[src/rtl/sync_fifo_ram.sv]
// Synchronous single-clock FIFO built around a DEPTH x DATA_WIDTH storage
// array with one write port and one registered read port. Occupancy is
// tracked by an explicit word counter, so full, empty and the almost
// thresholds are plain decodes of a register. Overflow and underflow are
// sticky until a clr_err edge that does not re-trigger them.

module sync_fifo_ram #(
   parameter int DATA_WIDTH = 8,
   parameter int ADDR_WIDTH = 4,
   parameter int AF_LEVEL   = 2**ADDR_WIDTH - 2,
   parameter int AE_LEVEL   = 2
) (
   input  logic                  clk,
   input  logic                  rst_n,
   input  logic                  wr_en,
   input  logic [DATA_WIDTH-1:0] data,
   input  logic                  rd_en,
   input  logic                  clr_err,
   output logic [DATA_WIDTH-1:0] q,
   output logic                  q_valid,
   output logic                  full,
   output logic                  empty,
   output logic                  almost_full,
   output logic                  almost_empty,
   output logic [ADDR_WIDTH:0]   count,
   output logic                  overflow,
   output logic                  underflow
);

   localparam int DEPTH = 2**ADDR_WIDTH;

   typedef logic [ADDR_WIDTH:0]   cnt_t;
   typedef logic [ADDR_WIDTH-1:0] ptr_t;

   localparam cnt_t DEPTH_CNT = cnt_t'(DEPTH);
   localparam cnt_t AF_CNT    = cnt_t'(AF_LEVEL);
   localparam cnt_t AE_CNT    = cnt_t'(AE_LEVEL);

   logic [DATA_WIDTH-1:0] mem [DEPTH];

   ptr_t wr_ptr;
   ptr_t rd_ptr;
   cnt_t count_r;

   logic wr_accept;
   logic rd_accept;

   // Status flags are decoded straight from the registered count, so they
   // describe the FIFO as it stands before the coming edge.
   always_comb begin
      full         = (count_r == DEPTH_CNT);
      empty        = (count_r == '0);
      almost_full  = (count_r >= AF_CNT);
      almost_empty = (count_r <= AE_CNT);
      count        = count_r;
   end

   // A request is honoured only when its side has room or data; reads look
   // at the pre-edge count, so a word written this edge is never bypassed.
   always_comb begin
      wr_accept = wr_en & ~full;
      rd_accept = rd_en & ~empty;
   end

   // Storage array: written only on accepted writes and deliberately not
   // reset, since reset discards the contents logically via the pointers.
   always_ff @(posedge clk) begin
      if (wr_accept) begin
         mem[wr_ptr] <= data;
      end
   end

   // Write pointer advances on accepted writes and wraps naturally at DEPTH.
   always_ff @(posedge clk or negedge rst_n) begin
      if (!rst_n) begin
         wr_ptr <= '0;
      end else if (wr_accept) begin
         wr_ptr <= wr_ptr + 1'b1;
      end
   end

   // Read pointer advances on accepted reads and wraps naturally at DEPTH.
   always_ff @(posedge clk or negedge rst_n) begin
      if (!rst_n) begin
         rd_ptr <= '0;
      end else if (rd_accept) begin
         rd_ptr <= rd_ptr + 1'b1;
      end
   end

   // Registered read port: q loads on an accepted read and otherwise holds,
   // while q_valid pulses for exactly the edge that popped a word.
   always_ff @(posedge clk or negedge rst_n) begin
      if (!rst_n) begin
         q       <= '0;
         q_valid <= 1'b0;
      end else begin
         q_valid <= rd_accept;
         if (rd_accept) begin
            q <= mem[rd_ptr];
         end
      end
   end

   // Occupancy counter: a simultaneous accepted read and write cancel out.
   always_ff @(posedge clk or negedge rst_n) begin
      if (!rst_n) begin
         count_r <= '0;
      end else begin
         case ({wr_accept, rd_accept})
            2'b10:   count_r <= count_r + 1'b1;
            2'b01:   count_r <= count_r - 1'b1;
            default: count_r <= count_r;
         endcase
      end
   end

   // Sticky error flags: a fresh error on this edge wins over clr_err.
   always_ff @(posedge clk or negedge rst_n) begin
      if (!rst_n) begin
         overflow  <= 1'b0;
         underflow <= 1'b0;
      end else begin
         if (wr_en && full) begin
            overflow <= 1'b1;
         end else if (clr_err) begin
            overflow <= 1'b0;
         end

         if (rd_en && empty) begin
            underflow <= 1'b1;
         end else if (clr_err) begin
            underflow <= 1'b0;
         end
      end
   end

endmodule
[config.mk]
export PLATFORM = sky130hd
export DESIGN_NAME = sync_fifo_ram
export DESIGN_NICKNAME = d
export VERILOG_FILES = /design/src/rtl/sync_fifo_ram.sv
export SDC_FILE = /design/constraint.sdc
export NUM_CORES = 1
export LEC_CHECK = 0
export CORE_MARGIN = 2
export CORE_UTILIZATION = 65
export CTS_BUF_LIST = sky130_fd_sc_hd__clkbuf_8
export DETAILED_ROUTE_END_ITERATION = 10
export HOLD_SLACK_MARGIN = 0.15
export PLACE_DENSITY = 0.84
export SLEW_MARGIN = 20
export SYNTH_ARGS = -nofsm -noshare
export SYNTH_HDL_FRONTEND = slang
export SYNTH_SLANG_ARGS = --single-unit
[constraint.sdc]
create_clock -name clk -period 5 [get_ports clk]
set_clock_uncertainty 0.05 [all_clocks]
set_input_delay 1.25 -clock clk [delete_from_list [all_inputs] [get_ports clk]]
set_output_delay 1.25 -clock clk [all_outputs]
set_load 0.02 [all_outputs]
==> results of run 1 <==
==> layout make-up <==
class	count	area, um^2
clock buffer	17	234
multi-input combinational	152	1640
sequential	152	4450
fill	491	2140
tap	129	161
clock inverter	15	231
inverter	6	25.0
timing repair buffer	38	360
==> cell families (layout without fill, tap and decap cells) <==
kind of cell | after synthesis | count (layout)
AO/OA/AOI/OAI | 28 | 28
XOR/XNOR | 9 | 9
adder cells (fa/ha/maj) | 9 | 9
buffers and inverters | 25 | 76
flip-flops | 152 | 152
multiplexers | 49 | 49
AND/OR/NAND/NOR | 57 | 57
==> flip-flops by register name (all words and copies together) (netlist names) <==
register   count
count          5
mem          128
overflow       1
q              8
q_valid        1
rd_ptr         4
underflow      1
wr_ptr         4
==> metrics by stage <==
stage | std cells | util | hold WS [ns] | total power [W]
final | 509 | 0.768 | 0.465 | 0.00404
after global routing | 509 | 0.768 | 0.474 | 0.00422
after CTS | 509 | 0.769 | 0.468 | 0.00406
after detailed placement | 477 | 0.719 | 0.436 | 0.00299
after global placement | 477 | 0.719 | 0.431 | 0.00294
after floorplan | 329 | - | 0.497 | 0.00263
==> placed cells by master (no fill, tap or decap), types with 2 or more instances in the layout <==
| cell | n |
|---|---|
| xor2_1 | 3 |
| edfxtp_1 | 128 |
| inv_1 | 6 |
| nand2b_1 | 4 |
| xnor2_1 | 6 |
| a21oi_1 | 2 |
| o21ai_0 | 3 |
| a21o_1 | 2 |
| nand2_1 | 21 |
| mux4_2 | 32 |
| ha_1 | 9 |
| nor3_1 | 4 |
| nor2_1 | 16 |
| buf_4 | 6 |
| mux2i_1 | 16 |
| a2111oi_0 | 2 |
| clkbuf_8 | 17 |
| o221ai_2 | 8 |
| nor2b_1 | 4 |
| inv_6 | 3 |
| clkdlybuf4s50_1 | 31 |
| a211oi_1 | 2 |
| nand4_1 | 2 |
| bufinv_16 | 4 |
| inv_8 | 5 |
| a22o_1 | 2 |
| dfrtp_1 | 23 |
==> layer usage <==
layer  global-route usage  part of all wire  vias up
li1                     -                 -     1381
met1                0.319              0.40     1591
met2                0.407              0.52      123
met3               0.0704             0.059       18
met4               0.0936             0.016        0
met5                    0                 0        -
==> power groups by stage <==
stage | logic [W] | registers (W) | clock network, W
final | 0.00121 | 0.00175 | 0.00107
after floorplan | 0.000896 | 0.00173 | 0
after CTS | 0.00123 | 0.00175 | 0.00109
after detailed placement | 0.00122 | 0.00177 | 0
after global routing | 0.00131 | 0.00177 | 0.00113
after global placement | 0.00118 | 0.00176 | 0
==> how the worst max path moves through the flow <==
stage / to / from / cells after the start / slack (ns)
global route: count[4] / wr_en / 10 / 1.15
global placement: count[4] / wr_en / 10 / 1.16
CTS: empty / count[1] / 3 / 1.34
detailed placement: count[4] / wr_en / 10 / 0.90
finish: count[4] / wr_en / 10 / 1.30
floorplan: count[4] / wr_en / 10 / 1.71
==> impl_summary.txt, run 1 <==
----------------------------------------------------
[Run status]
  Run status ... finished clean

[Synthesis]
  Combinational family with the most area after synthesis ... multiplexers
  Main synth FF type ... edfxtp_1
  Multiplexer share of the synthesized area ... 0.144
  Largest area contributor in the netlist ... edfxtp_1
  Post-synthesis instance area ... 6210 um^2
  Fraction of synthesized cell area taken by the top area cell type ... 0.619
  Ranking of synthesized cells by instance count ... edfxtp_1 (128), mux4_2 (32), dfrtp_1 (24)
  Simple-gate share of the synthesized area ... 0.0449
  Synth area leaders ... edfxtp_1 (62%), mux4_2 (12%), dfrtp_1 (9.7%)
  Adder and majority gate portion of the synthesized area ... 0.0181
  FFs w/ async S/R, synth ... 0.158
  Number of warning messages in the yosys log ... 0
  Unique cell type count in the Yosys netlist ... 42
  Post-Synthesis Cells ... 329
  Area fraction in compound gates after synthesis ... 0.0451
  Syn_area_per_cell ... 18.9 um^2
  Number of nets produced by synthesis ... 351
  Synthesized-area fraction occupied by xor and xnor cells ... 0.0127
  Most numerous cell in the Yosys netlist ... edfxtp_1
  FF+latch count, synth ... 152
  Count of flip-flops with a built-in enable after synthesis ... 128
  Seq/Total Area, Yosys ... 0.715

[Global route]
  Maximum number of pins on one net before global-route repair ... 35
  Vias in the first global route ... 3192
  Wire length of the first global-routing pass ... 17700 um
  Overall overflow remaining after global route ... 0
  Initial antenna violation count ... 0
  Global routing usage summed across all routing layers ... 0.247

[Drt]
  Drt first-iter violations ... 227
  Length of the first detailed-routing pass in iterations ... 4
  Antenna violation net count after detailed routing ... 0
  Total wire length ... 11500 um
  Detail-routed via count per cell ... 6.12
  Number of remaining DRC errors ... 0
  Wirelength per Cell ... 22.5 um
  Number of vias after detailed routing ... 3113

[Floorplanning]
  Die Span X ... 102 um
  Full die area ... 10400 um^2
  I/O pin count ... 33
  Core Box Area ... 9240 um^2
  Count of standard-cell rows ... 35
  Overall die height ... 102 um
  Effective utilization at floorplan ... 0.672

[Setup path]
  Max incr delay on CP ... 0.51 ns
  Cells on worst reg2reg path ... 10
  Most numerous cell on the critical path ... ha_1
  Buffer and inverter count on the worst path ... 2
  Arrival time reported for the critical path endpoint ... 3.94 ns
  Cell with the largest stage delay on the worst path ... a2111oi_0
  Delay-heaviest family, CP ... compound AO/OA/AOI/OAI gates
  R2R Path Start ... count[1]
  Critical path class ... in -> reg
  Element type at the critical path start ... primary input
  Maximum fanout encountered on the critical timing path ... 9
  Capture point of the worst reg-to-reg path ... count[4]
  Crit-path cells ... clkdlybuf4s50_1 -> a21boi_2 -> inv_1 -> ha_1 -> xor2_1 -> ha_1 -> o21ai_0 -> o22ai_1 -> a2111oi_0 -> a211oi_1
  Register-to-Register Setup Slack ... 1.48 ns
  Worst setup EP type ... flop
  Required time of the critical path ... 5.24 ns

[STA]
  Least-Margin Pin Slew ... 1.17 ns
  Setup violations, final ... 0
  Tightest slew margin relative to the limit ... 0.221
  Final worst-path setup slack ... 1.30 ns
  Period utilisation layout ... 0.739
  RSZ-0062 raised after global routing ... no
  Setup TNS ... 0 ns
  Highest clock frequency the design can meet ... 0.271 GHz
  Pins Over Slew Limit ... 0
  Final Hold Viols ... 0
  Post-layout minimum cycle time ... 3.70 ns

[Power and ir drop]
  Cell area power density ... 568 nW/um^2
  Leakage component of the power ... 2.45 nW
  Switching power total ... 0.00131 W
  Logic gate share of total power ... 0.300
  Share of power burned in registers ... 0.434
  Worst-case vdd ir drop ... 0.000406 V
  Proportion of power drawn by the clock network ... 0.266
  Internal Power ... 0.00273 W
  Switching share of power ... 0.324

[Clocking]
  Clock transition at path regs ... 0.09 ns
  Library cell used as clock root buffer ... clkbuf_8
  Number of buffers created by CTS ... 17
  Setup Buffers After CTS ... 0
  Number of hold buffers added after cts ... 0
  CTS tree ... done
  Clock insertion delay at the later pin of the skew report ... 0.44 ns
  Number of levels the H-tree was split into ... 4
  # clock sinks ... 152
  CTS max path bufs ... 2
  Count of cells resized by post-cts repair ... 0

[Hold path]
  Hold Path End ... underflow
  Hold Path Cell Cnt ... 1
  Path category of the worst min-delay check ... reg -> reg
  Startpoint of the worst hold path ... underflow

[Flow run]
  Number of max-cap violations ... 0

[Final layout]
  Layout overhead on the synthesized area ... 14.3%
  Total number of nets in the final design ... 389
  Ant. Diodes ... 0
  Proportion of layout cells with a drive suffix above 1 ... 0.229
  Non-Filler Cell Area, Final ... 7100 um^2

[Place]
  DP Worst Slack ... 0.905 ns
  Gp weighted congestion ... 0.778
  Count of buffers inserted at the top-level ports ... 32
  HPWL after detailed placement ... 6900 um
  Total placed instance area ... 6640 um^2

----------------------------------------------------
Power figures use the tool's default switching activity.
==> inputs of run 2 (changes only) <==
- CORE_UTILIZATION: 65 -> 62
- PLACE_DENSITY: 0.84 -> 0.81
- clock period: 5 -> 3.5 ns (I/O delays scaled with it)
==> run 2 against run 1 <==
  * Combinational power increased by 44%
  * Total power grew 40%
  * Clock-buffer cell count stayed put
  * Critical endpoint unchanged
  * Core utilization is 2.9 points lower
==> impl_summary.txt, run 2 (synthesized netlist as in run 1, its figures left out) <==
----------------------------------------------------
[Power and ir drop]
  Cell area power density ... 784 nW/um^2 (was 568 nW/um^2)
  Worst-case vdd ir drop ... 0.000418 V (was 0.000406 V)
  Leakage component of the power ... 2.52 nW (was 2.45 nW)

[Place]
  Count of buffers inserted at the top-level ports ... 32 (unchanged)
  Gp weighted congestion ... 0.885 (was 0.778)
  HPWL after detailed placement ... 7630 um (was 6900 um)
  Post-placement cell count ... 499 (was 477)
  Total placed instance area ... 6810 um^2 (was 6640 um^2)

[Global route]
  Maximum number of pins on one net before global-route repair ... 25 (was 35)
  Initial antenna violation count ... 0 (unchanged)
  Global routing usage summed across all routing layers ... 0.240 (was 0.247)
  Vias in the first global route ... 3389 (was 3192)
  Overall overflow remaining after global route ... 0 (unchanged)
  Wire length of the first global-routing pass ... 18900 um (was 17700 um)

[Drt]
  Drt first-iter violations ... 229 (was 227)
  Antenna violation net count after detailed routing ... 0 (unchanged)
  Number of vias after detailed routing ... 3169 (was 3113)
  Wirelength per Cell ... 22.0 um (was 22.5 um)
  Detail-routed via count per cell ... 5.97 (was 6.12)
  Number of remaining DRC errors ... 0 (unchanged)
  Length of the first detailed-routing pass in iterations ... 4 (unchanged)
  Total wire length ... 11700 um (was 11500 um)

[Clocking]
  # clock sinks ... 152 (unchanged)
  Number of buffers created by CTS ... 17 (unchanged)
  Number of levels the H-tree was split into ... 4 (unchanged)
  CTS tree ... done (unchanged)
  Count of cells resized by post-cts repair ... 0 (unchanged)
  Library cell used as clock root buffer ... clkbuf_8 (unchanged)
  Setup Buffers After CTS ... 0 (unchanged)
  Clock insertion delay at the later pin of the skew report ... 0.44 ns (about the same)
  Number of hold buffers added after cts ... 0 (unchanged)
  CTS max path bufs ... 2 (unchanged)
  Clock transition at path regs ... 0.08 ns (was 0.09 ns)

[Final layout]
  Register with the highest flop count ... mem (unchanged)
  Proportion of layout cells with a drive suffix above 1 ... 0.256 (was 0.229)
  Top library cells by usage in the layout, fill and taps aside ... edfxtp_1 (128), mux4_2 (32), clkdlybuf4s50_1 (32), dfrtp_1 (23), buf_4 (22) (was edfxtp_1 (128), mux4_2 (32), clkdlybuf4s50_1 (31), dfrtp_1 (23), nand2_1 (21))
  Layout overhead on the synthesized area ... 15.8% (was 14.3%)
  Most frequent standard cell in the layout excluding fill and tap cells ... edfxtp_1 (unchanged)
  Number of inserted filler cells in the final layout ... 572 (was 491)
  Number of flip-flops under the largest register name ... 128 (unchanged)
  Number of standard cells in the layout, taps in and fillers out ... 531 (was 509)
  Core Util, Final ... 0.740 (was 0.768)
  Total number of nets in the final design ... 407 (was 389)
  Non-Filler Cell Area, Final ... 7200 um^2 (was 7100 um^2)
  Ant. Diodes ... 0 (unchanged)

[Hold path]
  Path category of the worst min-delay check ... reg -> reg (unchanged)

[Setup path]
  Most numerous cell on the critical path ... ha_1 (unchanged)
  Arrival time reported for the critical path endpoint ... 3.50 ns (was 3.94 ns)
  Max incr delay on CP ... 0.58 ns (was 0.51 ns)
  Required time of the critical path ... 3.76 ns (was 5.24 ns)
  Maximum fanout encountered on the critical timing path ... 11 (was 9)
  Crit-path cells ... or4_4 -> o21ai_4 -> inv_4 -> ha_1 -> xor2_1 -> ha_1 -> o21ai_0 -> o22ai_1 -> a2111oi_0 -> a211oi_1 (was clkdlybuf4s50_1 -> a21boi_2 -> inv_1 -> ha_1 -> xor2_1 -> ha_1 -> o21ai_0 -> o22ai_1 -> a2111oi_0 -> a211oi_1)
  Cell with the largest stage delay on the worst path ... or4_4 (was a2111oi_0)
  Critical path class ... reg -> reg (was in -> reg)
  Element type at the critical path start ... flop (was primary input)
  Worst setup EP type ... flop (unchanged)

[Floorplanning]
  Count of standard-cell rows ... 36 (was 35)
  Effective utilization at floorplan ... 0.639 (was 0.672)
  Core Box Area ... 9730 um^2 (was 9240 um^2)
  Overall die height ... 104 um (was 102 um)
  Full die area ... 10800 um^2 (was 10400 um^2)
  I/O pin count ... 33 (unchanged)
  Die Span X ... 104 um (was 102 um)

[STA]
  Post-layout minimum cycle time ... 3.24 ns
  Final Hold Viols ... 0 (unchanged)
  Least-Margin Pin Slew ... 1.10 ns (was 1.17 ns)
  Period utilisation layout ... 0.926
  Tightest slew margin relative to the limit ... 0.264 (was 0.221)
  Setup TNS ... 0 ns (unchanged)
  Pins Over Slew Limit ... 0 (unchanged)
  RSZ-0062 raised after global routing ... no (unchanged)
  Setup violations, final ... 0 (unchanged)
  Highest clock frequency the design can meet ... 0.309 GHz

[Flow run]
  Number of max-cap violations ... 0 (unchanged)

[Run status]
  Run status ... finished clean (unchanged)

----------------------------------------------------
==> run 2: final timing paths <==
check | startpoint | endpoint | slack, ns | cells past startpoint
max | count[0] | count[4] | 0.26 | 10
min | q[7] | q[7] | 0.45 | 2
max reg2reg | count[0] | count[4] | 0.26 | 10
min reg2reg | q[7] | q[7] | 0.45 | 2
max in group asynchronous | rst_n | rd_ptr[2] | 2.40 | 2
min in group asynchronous | rst_n | count[3] | 0.74 | 2
==> run 2: per-stage QoR <==
stage / power, W / hold WS [ns] / worst slack [ns]
after floorplan: 0.00375 / 0.497 / 0.479
after global placement: 0.00432 / 0.432 / 0.201
after detailed placement: 0.00438 / 0.434 / 0.0723
after CTS: 0.00570 / 0.452 / 0.260
after global routing: 0.00593 / 0.494 / 0.0470
final: 0.00564 / 0.454 / 0.260
==> run 2: area by class of cell <==
type	instances	area, um^2	share of cell area
tap	133	166	0.0231
sequential	152	4450	0.618
multi-input combinational	152	1640	0.228
inverter	6	25.0	0.00348
clock buffer	17	234	0.0325
timing repair buffer	56	526	0.0730
clock inverter	15	159	0.0221
==> run 2: worst max-delay path: cells and delay by family, from the launching register on <==
family / cells / cell delay, ns
XOR/XNOR: 1 / 0.19
buffers and inverters: 1 / 0.12
AND/OR/NAND/NOR: 1 / 0.58
adder cells (fa/ha/maj): 2 / 0.54
flip-flops: 1 / 0.48
AO/OA/AOI/OAI: 5 / 1.15
==> run 2: where the power goes <==
part / leakage, nW / total (W) / internal, W / switching (W)
logic: 0.869 / 0.00174 / 0.000918 / 0.000827
clock network: 0.206 / 0.00131 / 0.000694 / 0.000620
registers: 1.45 / 0.00258 / 0.00224 / 0.000343
==> run 2: per-layer routing <==
layer | share of wire | track usage | up-vias
li1 | - | - | 1417
met1 | 0.40 | 0.310 | 1622
met2 | 0.52 | 0.390 | 105
met3 | 0.057 | 0.0533 | 25
met4 | 0.028 | 0.121 | 0
met5 | 0 | 0 | -
